===== config.mk =====
export PLATFORM = sky130hd
export DESIGN_NAME = uart_rx
export DESIGN_NICKNAME = d
export VERILOG_FILES = /design/src/rtl/uart_pkg.sv /design/src/rtl/uart_baud_tick.sv /design/src/rtl/uart_rx.sv
export SDC_FILE = /design/constraint.sdc
export NUM_CORES = 1
export LEC_CHECK = 0
export ABC_AREA = 1
export CAP_MARGIN = 20
export CORE_ASPECT_RATIO = 2
export CORE_MARGIN = 4
export CORE_UTILIZATION = 45
export DETAILED_ROUTE_END_ITERATION = 8
export GPL_ROUTABILITY_DRIVEN = 0
export HOLD_SLACK_MARGIN = 0.1
export PLACE_DENSITY = 0.7
export SLEW_MARGIN = 20
export SYNTH_ARGS = -nofsm -noshare
export SYNTH_HDL_FRONTEND = slang
export SYNTH_SLANG_ARGS = --single-unit

===== constraint.sdc =====
create_clock -name clk -period 1.9 [get_ports clk]
set_clock_uncertainty 0.1 [all_clocks]
set_input_delay 0.38 -clock clk [delete_from_list [all_inputs] [get_ports clk]]
set_output_delay 0.38 -clock clk [all_outputs]
set_load 0.03 [all_outputs]

===== src/rtl/uart_pkg.sv =====
// uart_pkg: constants, receiver FSM state encoding and parity helper shared by
// the UART receiver and transmitter.
package uart_pkg;

  // Default divider for a 16 MHz clock, 9600 baud and 16x oversampling.
  localparam int unsigned DEFAULT_BAUD_DIV   = 104;
  localparam int unsigned DEFAULT_OVERSAMPLE = 16;

  // Frame layout: start + 7 data bits (MSB first) + even parity + stop.
  localparam int unsigned DATA_BITS  = 7;
  localparam int unsigned FRAME_BITS = 10;

  typedef enum logic [2:0] {
    ST_IDLE      = 3'd0,
    ST_START     = 3'd1,
    ST_DATA      = 3'd2,
    ST_PARITY    = 3'd3,
    ST_STOP      = 3'd4,
    ST_WAIT_IDLE = 3'd5
  } uart_rx_state_e;

  // Even parity bit: XOR of all data bits.
  function automatic logic even_parity(input logic [DATA_BITS-1:0] data);
    return ^data;
  endfunction

endpackage


===== src/rtl/uart_baud_tick.sv =====
// uart_baud_tick: free-running divider that emits a registered one-clock tick
// every BAUD_DIV clocks. Clearing restarts the period so the caller can align
// the tick phase to an external event.
module uart_baud_tick
  import uart_pkg::*;
#(
  parameter int unsigned BAUD_DIV = DEFAULT_BAUD_DIV
) (
  input  logic clk,
  input  logic rst,
  input  logic clr,
  output logic tick
);

  localparam int unsigned CW = (BAUD_DIV > 1) ? $clog2(BAUD_DIV) : 1;
  localparam logic [CW-1:0] LAST = CW'(BAUD_DIV - 1);

  logic [CW-1:0] cnt_q;
  logic [CW-1:0] cnt_d;
  logic          tick_q;
  logic          tick_d;

  // Next-state for the divider: wrap at LAST, restart on clear.
  always_comb begin
    cnt_d  = cnt_q + 1'b1;
    tick_d = 1'b0;
    if (clr) begin
      cnt_d = '0;
    end else if (cnt_q == LAST) begin
      cnt_d  = '0;
      tick_d = 1'b1;
    end else begin
      tick_d = 1'b0;
    end
  end

  // Divider and tick registers.
  always_ff @(posedge clk or posedge rst) begin
    if (rst) begin
      cnt_q  <= '0;
      tick_q <= 1'b0;
    end else begin
      cnt_q  <= cnt_d;
      tick_q <= tick_d;
    end
  end

  assign tick = tick_q;

endmodule


===== src/rtl/uart_rx.sv =====
// uart_rx: 7E1 UART receiver with 16x oversampling. Samples each bit at its
// midpoint, checks even parity and the stop bit, and refuses to retrigger on a
// line held low after a framing error until the line returns high.
module uart_rx
  import uart_pkg::*;
#(
  parameter int unsigned BAUD_DIV   = DEFAULT_BAUD_DIV,
  parameter int unsigned OVERSAMPLE = DEFAULT_OVERSAMPLE
) (
  input  logic                 clk,
  input  logic                 rst,
  input  logic                 rx_in,
  output logic [DATA_BITS-1:0] rx_data,
  output logic                 rx_valid,
  output logic                 parity_err,
  output logic                 frame_err,
  output logic                 busy
);

  localparam int unsigned TW  = (OVERSAMPLE > 1) ? $clog2(OVERSAMPLE) : 1;
  localparam int unsigned BCW = $clog2(DATA_BITS);

  // Mid-bit of the start bit is half a bit after the edge; later samples are
  // a whole bit apart.
  localparam logic [TW-1:0]  HALF_LAST = TW'(OVERSAMPLE / 2 - 1);
  localparam logic [TW-1:0]  FULL_LAST = TW'(OVERSAMPLE - 1);
  localparam logic [BCW-1:0] BIT_LAST  = BCW'(DATA_BITS - 1);

  logic                 sync1_q;
  logic                 sync2_q;
  logic                 prev_q;
  logic                 fall_s;
  logic                 clr_s;
  logic                 tick_s;

  uart_rx_state_e       state_q;
  logic [TW-1:0]        tick_cnt_q;
  logic [BCW-1:0]       bit_cnt_q;
  logic [DATA_BITS-1:0] shift_q;
  logic                 parity_q;
  logic [DATA_BITS-1:0] rx_data_q;
  logic                 rx_valid_q;
  logic                 parity_err_q;
  logic                 frame_err_q;
  logic                 busy_q;

  // Two-flop synchronizer plus a delayed copy for falling-edge detection;
  // all three idle high so reset never looks like a start edge.
  always_ff @(posedge clk or posedge rst) begin
    if (rst) begin
      sync1_q <= 1'b1;
      sync2_q <= 1'b1;
      prev_q  <= 1'b1;
    end else begin
      sync1_q <= rx_in;
      sync2_q <= sync1_q;
      prev_q  <= sync2_q;
    end
  end

  assign fall_s = prev_q & ~sync2_q;
  // Restart the tick phase on the start edge so mid-bit samples line up.
  assign clr_s  = (state_q == ST_IDLE) & fall_s;

  uart_baud_tick #(
    .BAUD_DIV(BAUD_DIV)
  ) u_baud_tick (
    .clk (clk),
    .rst (rst),
    .clr (clr_s),
    .tick(tick_s)
  );

  // Receive FSM with registered outputs; pulses default low every cycle.
  always_ff @(posedge clk or posedge rst) begin
    if (rst) begin
      state_q      <= ST_IDLE;
      tick_cnt_q   <= '0;
      bit_cnt_q    <= '0;
      shift_q      <= '0;
      parity_q     <= 1'b0;
      rx_data_q    <= '0;
      rx_valid_q   <= 1'b0;
      parity_err_q <= 1'b0;
      frame_err_q  <= 1'b0;
      busy_q       <= 1'b0;
    end else begin
      rx_valid_q  <= 1'b0;
      frame_err_q <= 1'b0;
      case (state_q)
        ST_IDLE: begin
          tick_cnt_q <= '0;
          bit_cnt_q  <= '0;
          busy_q     <= 1'b0;
          if (fall_s) begin
            state_q <= ST_START;
          end
        end

        ST_START: begin
          if (tick_s) begin
            if (tick_cnt_q == HALF_LAST) begin
              tick_cnt_q <= '0;
              if (!sync2_q) begin
                state_q <= ST_DATA;
                busy_q  <= 1'b1;
              end else begin
                // Line went back high before mid-bit: treat as a glitch.
                state_q <= ST_IDLE;
              end
            end else begin
              tick_cnt_q <= tick_cnt_q + 1'b1;
            end
          end
        end

        ST_DATA: begin
          if (tick_s) begin
            if (tick_cnt_q == FULL_LAST) begin
              tick_cnt_q <= '0;
              // MSB arrives first, so it ends up in the top bit.
              shift_q    <= {shift_q[DATA_BITS-2:0], sync2_q};
              if (bit_cnt_q == BIT_LAST) begin
                bit_cnt_q <= '0;
                state_q   <= ST_PARITY;
              end else begin
                bit_cnt_q <= bit_cnt_q + 1'b1;
              end
            end else begin
              tick_cnt_q <= tick_cnt_q + 1'b1;
            end
          end
        end

        ST_PARITY: begin
          if (tick_s) begin
            if (tick_cnt_q == FULL_LAST) begin
              tick_cnt_q <= '0;
              parity_q   <= sync2_q;
              state_q    <= ST_STOP;
            end else begin
              tick_cnt_q <= tick_cnt_q + 1'b1;
            end
          end
        end

        ST_STOP: begin
          if (tick_s) begin
            if (tick_cnt_q == FULL_LAST) begin
              tick_cnt_q <= '0;
              if (sync2_q) begin
                rx_data_q    <= shift_q;
                rx_valid_q   <= 1'b1;
                parity_err_q <= parity_q ^ even_parity(shift_q);
                busy_q       <= 1'b0;
                state_q      <= ST_IDLE;
              end else begin
                // Bad stop bit: keep the previous word and wait for idle.
                frame_err_q <= 1'b1;
                state_q     <= ST_WAIT_IDLE;
              end
            end else begin
              tick_cnt_q <= tick_cnt_q + 1'b1;
            end
          end
        end

        ST_WAIT_IDLE: begin
          if (sync2_q) begin
            busy_q  <= 1'b0;
            state_q <= ST_IDLE;
          end
        end

        default: begin
          busy_q  <= 1'b0;
          state_q <= ST_IDLE;
        end
      endcase
    end
  end

  assign rx_data    = rx_data_q;
  assign rx_valid   = rx_valid_q;
  assign parity_err = parity_err_q;
  assign frame_err  = frame_err_q;
  assign busy       = busy_q;

endmodule


==> impl_metrics.ini, run 1 <==
[clock_tree]
post_cts_buffers = 0
ctsHoldBuffers = 0
clk_latency_ps = 290
cts_root_buf = clkbuf_8
post_cts_resized = 0
cts_buffers = 5
cts_tree = yes
clkSlewWorstSetupHoldPaths_ps = 70
cts_max_path_buffers = 2
htree_levels = 2
cts_num_sinks = 40

[logic_synthesis]
synth_top_cell_by_area = dfrtp_1
ys_seq_area_share_pct = 49.7
netlist_instances = 255
yosysWarnings = 0
synth_cell_types = 24
ys.flop_type = dfrtp_1
synth.area.top_cells = dfrtp_1 46%, nand2_1 15%, inv_1 6.1%
postSynthAreaPerCell_um2 = 7.93
syn_area_um2 = 2020
yosysMostFrequentCell = nand2_1
synth_edf_count = 0
synth_common_cells = 82 x nand2_1, 37 x dfrtp_1, 33 x inv_1
syn-num-nets = 260
yosys.area.top_type_share_pct = 45.8
ys_seq_elements = 40
ys_async_sr_fraction_pct = 100

[run_status]
status = finished, final reports clean

[route]
wl_met1_mm = 1.46
ant_nets = 0
viasPerCell = 4.88
drc = 0
wl_met2_mm = 2.17
routedWlPerCell_um = 11.8
wirelength_mm = 3.87
wl_met3_um = 94
highest_layer = met4
drt_iter0_markers = 45
dr.pass1.iters = 4
vias = 1605

[placed_design]
place_inst = 321
port_buffers = 13
dpl_worst_slack_ps = 132
dp_hpwl_mm = 2.91

[global_routing]
overflow = 0
grt_usage_pct = 15.0
antenna_found_initial = 0
grt_pass1_vias = 1509
grt_pass1_wl_mm = 6.56
grt_max_degree = 41

[setup_path]
end_kind = output port
cp_slowest_cell = clkdlybuf4s50_1
cp_top_family = buffers and inverters
crit_buf_inv = 1
cp.required_ps = 1420
critical_path_class = reg2out
start_kind = flop
critPathMaxFanout = 2
cp.arrival_ps = 1360
worstPathCellList = clkdlybuf4s50_1
slowest_delay_ps = 690

[sta]
slew_headroom_pct = 79.7
slew_violations = 0
fin_tns_setup_ps = 0
worst_slack_ps = 60.0
grt_setup_unrepaired = no
hold_viol = 0
setup_viol = 0
tightestPinTransition_ps = 301
max_freq_ghz = 0.543
min_period_over_period_pct = 96.8
finalCriticalPeriod_ps = 1840

[floorplan]
coreArea_um2 = 4340
die-height_um = 103
io_pins = 14
die_w_um = 55.4
num_rows = 34
initial_core_util_pct = 46.6
die_area_um2 = 5690

[finish]
syn_to_final_growth_pct = 14.5
fin_nets = 279
drive_gt1_share_pct = 10.9
stdcell_count = 329
antenna_cells = 0
fillers = 440

[pwr]
power_mw = 2.54
ir_drop_mv = 0.519
power.density_nw_per_um2 = 1100
leakage_nw = 1.16

[run]
drv_cap = 0

[worst_hold_path]
hold_path_class = reg2reg
[layout make-up]
class | count | area, µm² | share of cell area [%]
sequential | 40 | 1000 | 43.4
multi-input combinational | 179 | 875 | 37.8
timing repair buffer | 14 | 150 | 6.49
inverter | 34 | 128 | 5.51
clock buffer | 8 | 90.1 | 3.89
tap | 54 | 67.6 | 2.92
[cell families (layout without fill, tap and decap cells)]
group / Yosys count / count (layout) / synth area share [%]
compound gates: 28 / 28 / 8.23
xor+xnor: 6 / 6 / 2.60
fa+ha+maj: 2 / 2 / 1.24
buf+inv: 36 / 56 / 7.43
flops: 40 / 40 / 49.7
simple gates: 143 / 143 / 30.8
[metal layers]
metal / track usage, % / vias up
li1: - / 834
met1: 15.2 / 740
met2: 27.4 / 22
met3: 3.38 / 9
met4: 9.74 / 0
met5: 0 / -
[power by group]
group          total [mW]  switching, mW  leakage, nW  internal (mW)
combinational       0.860          0.576        0.579          0.284
sequential           1.11          0.130        0.534          0.975
clock               0.577          0.280       0.0455          0.296
total                2.54          0.986         1.16           1.56
[layout by cell type (no fill, tap or decap), types with 13 or more instances in the layout]
cell	count
nand2_1	82
nor2_1	21
o21ai_0	13
inv_1	33
clkdlybuf4s50_1	13
dfrtp_1	37
nand3_1	19
[flip-flops by register name (all words and copies together), names as in the netlist]
name               count
rx_data                7
shift_q                7
u_baud_tick.cnt_q      7
tick_cnt_q             4
bit_cnt_q              3
state_q                3
busy                   1
frame_err              1
parity_err             1
parity_q               1
prev_q                 1
rx_valid               1
sync1_q                1
sync2_q                1
u_baud_tick.tick       1
[final timing paths]
check / from / endpoint / slack, ps / cells past startpoint
max reg2reg: tick_cnt_q[0]$_DFFE_PP0P_ / state_q[2]$_DFFE_PP0P_ / 240 / 8
min in group asynchronous: rst / u_baud_tick.cnt_q[2]$_DFF_PP0_ / 330 / 3
max: rx_data[0]$_DFFE_PP0P_ / rx_data[0] / 60 / 1
min reg2reg: sync1_q$_DFF_PP1_ / sync2_q$_DFF_PP1_ / 260 / 0
max in group asynchronous: rst / sync1_q$_DFF_PP1_ / 1110 / 3
min: sync1_q$_DFF_PP1_ / sync2_q$_DFF_PP1_ / 260 / 0
[stage by stage]
stage               cell area [µm²]  hold slack, ps  util (%)
finish                         2310             256      53.3
global placement               2220             246      51.1
floorplan                      2020             245         -
global route                   2310             265      53.3
CTS                            2310             257      53.2
detailed placement             2220             247      51.1
No activity file was read; power rests on OpenSTA's default activity.
==> run 2, diff against run 1 <==
CAP_MARGIN = 25   (was 20)
==> results of run 2 <==
Same layout as run 1: the final DEF is identical, and so are final timing and power.
